File: src/rtl/demux_tdm_pkg.sv
// Shared types and defaults for the two-channel TDM receiver.
package demux_tdm_pkg;

  typedef enum logic [1:0] {
    HUNT = 2'd0,
    CH_A = 2'd1,
    CH_B = 2'd2
  } state_e;

  localparam int W_DEFAULT = 4;

endpackage : demux_tdm_pkg

File: src/rtl/demux_tdm_sipo_reg.sv
// W-bit serial-in/parallel-out register; load restarts it with a single bit,
// shift appends at the LSB so the oldest bit ends up as the MSB.
module sipo_reg
  import demux_tdm_pkg::*;
#(
  parameter int W = W_DEFAULT
) (
  input  logic         clk,
  input  logic         reset,
  input  logic         en_i,
  input  logic         load_i,
  input  logic         bit_i,
  output logic [W-1:0] data_o
);

  logic [W-1:0] data_q;

  always_ff @(posedge clk or posedge reset) begin
    if (reset) begin
      data_q <= '0;
    end else if (load_i) begin
      data_q <= {{(W-1){1'b0}}, bit_i};
    end else if (en_i) begin
      data_q <= {data_q[W-2:0], bit_i};
    end
  end

  assign data_o = data_q;

endmodule : sipo_reg

File: src/rtl/demux_tdm.sv
// Receive side of the two-channel TDM link: locks onto sync-marked frames and
// rebuilds one word per channel per frame, each with a one-cycle strobe.
module demux_tdm
  import demux_tdm_pkg::*;
#(
  parameter int W = W_DEFAULT
) (
  input  logic         clk,
  input  logic         reset,
  input  logic         din,
  input  logic         din_valid,
  input  logic         sync,
  output logic [W-1:0] a_word,
  output logic         a_valid,
  output logic [W-1:0] b_word,
  output logic         b_valid,
  output logic         frame_err,
  output logic         locked
);

  localparam int CW = (W > 1) ? $clog2(W) : 1;
  localparam logic [CW-1:0] LastBit = CW'(W - 1);

  state_e         state_q, state_d;
  logic [CW-1:0]  cnt_q, cnt_d;
  logic [W-1:0]   a_word_q, a_word_d;
  logic [W-1:0]   b_word_q, b_word_d;
  logic           a_valid_q, a_valid_d;
  logic           b_valid_q, b_valid_d;
  logic           frame_err_q, frame_err_d;
  logic           locked_q, locked_d;
  logic           shift_en, load_first;
  logic [W-1:0]   sr;
  logic [W-1:0]   completed;

  sipo_reg #(.W(W)) u_sipo (
    .clk    (clk),
    .reset  (reset),
    .en_i   (shift_en),
    .load_i (load_first),
    .bit_i  (din),
    .data_o (sr)
  );

  // The word completes on the same edge its last bit is shifted in, so it is
  // assembled from the register contents plus the incoming bit.
  assign completed = {sr[W-2:0], din};

  always_comb begin
    state_d     = state_q;
    cnt_d       = cnt_q;
    a_word_d    = a_word_q;
    b_word_d    = b_word_q;
    a_valid_d   = 1'b0;
    b_valid_d   = 1'b0;
    frame_err_d = 1'b0;
    locked_d    = locked_q;
    shift_en    = 1'b0;
    load_first  = 1'b0;

    if (din_valid) begin
      if (sync) begin
        // Any sync starts a new frame; one arriving mid-frame is a violation.
        if (state_q != HUNT) begin
          frame_err_d = 1'b1;
          locked_d    = 1'b0;
        end
        load_first = 1'b1;
        cnt_d      = CW'(1);
        state_d    = CH_A;
      end else begin
        case (state_q)
          HUNT: begin
            if (locked_q) begin
              frame_err_d = 1'b1;
              locked_d    = 1'b0;
            end
          end
          CH_A, CH_B: begin
            shift_en = 1'b1;
            if (cnt_q == LastBit) begin
              cnt_d = '0;
              if (state_q == CH_A) begin
                a_word_d  = completed;
                a_valid_d = 1'b1;
                state_d   = CH_B;
              end else begin
                b_word_d  = completed;
                b_valid_d = 1'b1;
                locked_d  = 1'b1;
                state_d   = HUNT;
              end
            end else begin
              cnt_d = cnt_q + CW'(1);
            end
          end
          default: state_d = HUNT;
        endcase
      end
    end
  end

  always_ff @(posedge clk or posedge reset) begin
    if (reset) begin
      state_q     <= HUNT;
      cnt_q       <= '0;
      a_word_q    <= '0;
      b_word_q    <= '0;
      a_valid_q   <= 1'b0;
      b_valid_q   <= 1'b0;
      frame_err_q <= 1'b0;
      locked_q    <= 1'b0;
    end else begin
      state_q     <= state_d;
      cnt_q       <= cnt_d;
      a_word_q    <= a_word_d;
      b_word_q    <= b_word_d;
      a_valid_q   <= a_valid_d;
      b_valid_q   <= b_valid_d;
      frame_err_q <= frame_err_d;
      locked_q    <= locked_d;
    end
  end

  assign a_word    = a_word_q;
  assign b_word    = b_word_q;
  assign a_valid   = a_valid_q;
  assign b_valid   = b_valid_q;
  assign frame_err = frame_err_q;
  assign locked    = locked_q;

endmodule : demux_tdm

File: config.mk
export PLATFORM = sky130hd
export DESIGN_NAME = demux_tdm
export DESIGN_NICKNAME = d
export VERILOG_FILES = /design/src/rtl/demux_tdm_pkg.sv /design/src/rtl/demux_tdm_sipo_reg.sv /design/src/rtl/demux_tdm.sv
export SDC_FILE = /design/constraint.sdc
export NUM_CORES = 1
export LEC_CHECK = 0
export CAP_MARGIN = 15
export CORE_ASPECT_RATIO = 0.8
export CORE_UTILIZATION = 53
export CTS_CLUSTER_DIAMETER = 60
export DETAILED_ROUTE_END_ITERATION = 7
export HOLD_SLACK_MARGIN = 0.06
export PLACE_DENSITY = 0.87
export RECOVER_POWER = 100
export SLEW_MARGIN = 25
export SYNTH_ARGS = -nofsm -noshare
export SYNTH_HDL_FRONTEND = slang
export SYNTH_SLANG_ARGS = --single-unit
File: constraint.sdc
create_clock -name clk -period 4.1 [get_ports clk]
set_input_delay 0.82 -clock clk [delete_from_list [all_inputs] [get_ports clk]]
set_output_delay 0.82 -clock clk [all_outputs]
set_load 0.02 [all_outputs]
==> results.json <==
{
  "ys_seq_area_share_pct": 54.1,
  "use_met1_pct": 31.5,
  "worst_setup_path_end_kind": "flop",
  "cts_resized": 0,
  "power.density_nw_per_um2": 652,
  "port_buffers": 16,
  "setup.worst_path.start_class": "primary input",
  "die_area_sq_um": 1830,
  "slew-limit-headroom_pct": 51.2,
  "cpPeakStageDelay_ns": 0.62,
  "clockBufferDepth": 2,
  "wirelength_um": 1680,
  "tightest_slew_ns": 0.727,
  "leakagePower_nw": 0.524,
  "path_delay_family": "simple AND/OR/NAND/NOR gates",
  "vias": 596,
  "grt_pass1_vias": 587,
  "path_cells": "dlygate4sd3_1 -> nand2b_1 -> nor3_1 -> mux2_2",
  "worst-path-buf-inv": 1,
  "die_h_um": 38.4,
  "cp.arrival_ns": 2.69,
  "hold_viol_final": 0,
  "synth_top_area_share_pct": 54.1,
  "drt-pass1-iter-count": 4,
  "cts_buffers": 3,
  "viasPerCell": 5.52,
  "fin_setup_tns_ns": 0,
  "max_freq_ghz": 0.399,
  "yosys.area.top_type": "dfrtp_1",
  "ys_warn_count": 0,
  "clkTransAtPathRegs_ns": 0.10,
  "rsz0062_at_grt": "false",
  "clkLatencyLatePin_ns": 0.30,
  "cts_setup_buffers": 0,
  "ys_ff_latch": 19,
  "nFillCells": 121,
  "syn2layout_area_growth_pct": 20.3,
  "rows": 12,
  "postSynthAreaPerCell_sq_um": 12.9,
  "cts_tree": "yes",
  "grt_pass1_wl_um": 2790,
  "htreeDepth": 1,
  "die_x_um": 47.5,
  "ir_drop_uv": 352,
  "status": "finished clean",
  "detail-route-antenna-nets": 0,
  "dpl_cell_area_sq_um": 1060,
  "route.detailed.drc": 0,
  "min_path_type": "reg2reg",
  "globalRouteMet3Util_pct": 7.08,
  "grt_util_met2_pct": 38.0,
  "io_pins": 17,
  "fin_skew_ns": 0.00353,
  "core_area_sq_um": 1470,
  "cts_root_buffer": "clkbuf_4",
  "crit_required_ns": 4.29,
  "antenna_found_initial": 0,
  "mappedNetlistArea_sq_um": 880,
  "diodes": 0,
  "synth_cell_types": 24,
  "cts_hold_buffers": 0,
  "cp_max_fo": 6,
  "cts.sinks": 19,
  "syn_nets": 78,
  "cp_slowest_cell": "dlygate4sd3_1",
  "initial_utilization_pct": 59.8,
  "synthTopCellsByArea": "dfrtp_1 54%, mux2_2 12%, ha_1 7.1%",
  "finalSetupViolCount": 0,
  "finalCritPeriodShare_pct": 61.1,
  "place.gp.congestion": 0.966,
  "drt_iter0_drc": 22,
  "avgRoutedWirePerCell_um": 15.5,
  "final_nets": 98,
  "final_common_cell": "dfrtp_1",
  "fin_area_sq_um": 1060,
  "synth_cells": 68,
  "track_usage_pct": 24.1,
  "final_cell_mix": "19 x dfrtp_1, 15 x dlygate4sd3_1, 8 x mux2_2, 6 x inv_1, 5 x ha_1",
  "gr-max-usage-layer": "met2",
  "dpl.hpwl_um": 1310,
  "grt_max_degree": 20,
  "drv_cap": 0,
  "grt-ovfl-total": 0,
  "crit_type": "in2reg",
  "slew_violations": 0,
  "layout-drive-gt1-share_pct": 14.9,
  "finalCriticalPeriod_ns": 2.51
}
-- cell type report --
cell class / instances / area, sq um / area share (%)
sequential: 19 / 475 / 44.9
multi-input combinational: 42 / 347 / 32.7
timing repair buffer: 16 / 160 / 15.1
tap: 21 / 26.3 / 2.48
clock buffer: 3 / 22.5 / 2.13
inverter: 6 / 22.5 / 2.13
clock inverter: 1 / 5.00 / 0.473
-- state kept, by name, summed over array words and instances, names as in the netlist --
register       cells
cnt_q              2
locked             1
state_q            2
a_valid            1
frame_err          1
b_valid            1
b_word             4
u_sipo.data_o      3
a_word             4
-- per-layer routing --
layer  vias to the layer above  part of all wire, %  routed length, um
met5                         -                    0                  0
met4                         0                  1.4                 23
met3                         5                  5.7                 95
met2                        24                   46                773
met1                       283                   47                786
li1                        284                    -                  -
-- kinds of logic (layout without fill, tap and decap cells) --
| group | count (synthesis) | in the layout | share of synthesized area [%] |
|---|---|---|---|
| mux | 9 | 9 | 11.5 |
| compound gates | 12 | 12 | 10.2 |
| buf+inv | 7 | 26 | 3.13 |
| flops | 19 | 19 | 54.1 |
| fa+ha+maj | 5 | 5 | 7.11 |
| simple gates | 16 | 16 | 13.9 |
-- power breakdown --
part | internal [mW] | switching [mW]
Clock | 0.0364 | 0.0549
Sequential | 0.251 | 0.0432
Combinational | 0.139 | 0.165
Total | 0.426 | 0.264
-- through the flow --
| stage | cells | hold slack [ns] | total power [mW] | setup WS [ns] | util, % |
|---|---|---|---|---|---|
| after global placement | 104 | 0.488 | 0.610 | 1.76 | 72.1 |
| after global routing | 108 | 0.526 | 0.737 | 1.51 | 71.9 |
| after CTS | 108 | 0.523 | 0.722 | 1.97 | 74.0 |
| final | 108 | 0.514 | 0.690 | 1.59 | 71.9 |
| after detailed placement | 104 | 0.502 | 0.630 | 1.71 | 72.1 |
| after floorplan | 68 | 0.470 | 0.501 | 2.42 | - |
-- worst reg2reg max path: cells and delay by family, from the launching register on --
family	cells	cell delay, ns
muxes	1	0.41
buffers and inverters	1	0.11
adders and majority gates	1	0.48
and+or+nand+nor	2	0.72
DFF	1	0.37
-- final timing paths --
kind / startpoint / to / slack [ns] / cells past startpoint
setup / recovery: sync / b_word[0] / 1.59 / 4
min in group asynchronous: reset / b_word[3] / 1.05 / 2
hold reg to reg: a_word[0] / a_word[0] / 0.51 / 1
hold / removal: a_word[0] / a_word[0] / 0.51 / 1
max in group asynchronous: reset / a_word[0] / 2.61 / 2
setup reg to reg: state_q[1] / b_word[0] / 1.91 / 5
-- cell usage after synthesis (all sizes together) --
master and count:
o211ai 2, buf 1, nand2b 3, nor2 2, ha 5, o21ai 3
a21oi 1, a2bb2oi 1, nand3 1, nor3 3, or4b 1, mux2 9
dfrtp 19, nand2 2, and3 1, a22o 1, nor4b 1, or4 1
o22ai 1, a32o 3, nor2b 1, inv 6
Note: power is estimated with default switching activity, not from simulation.
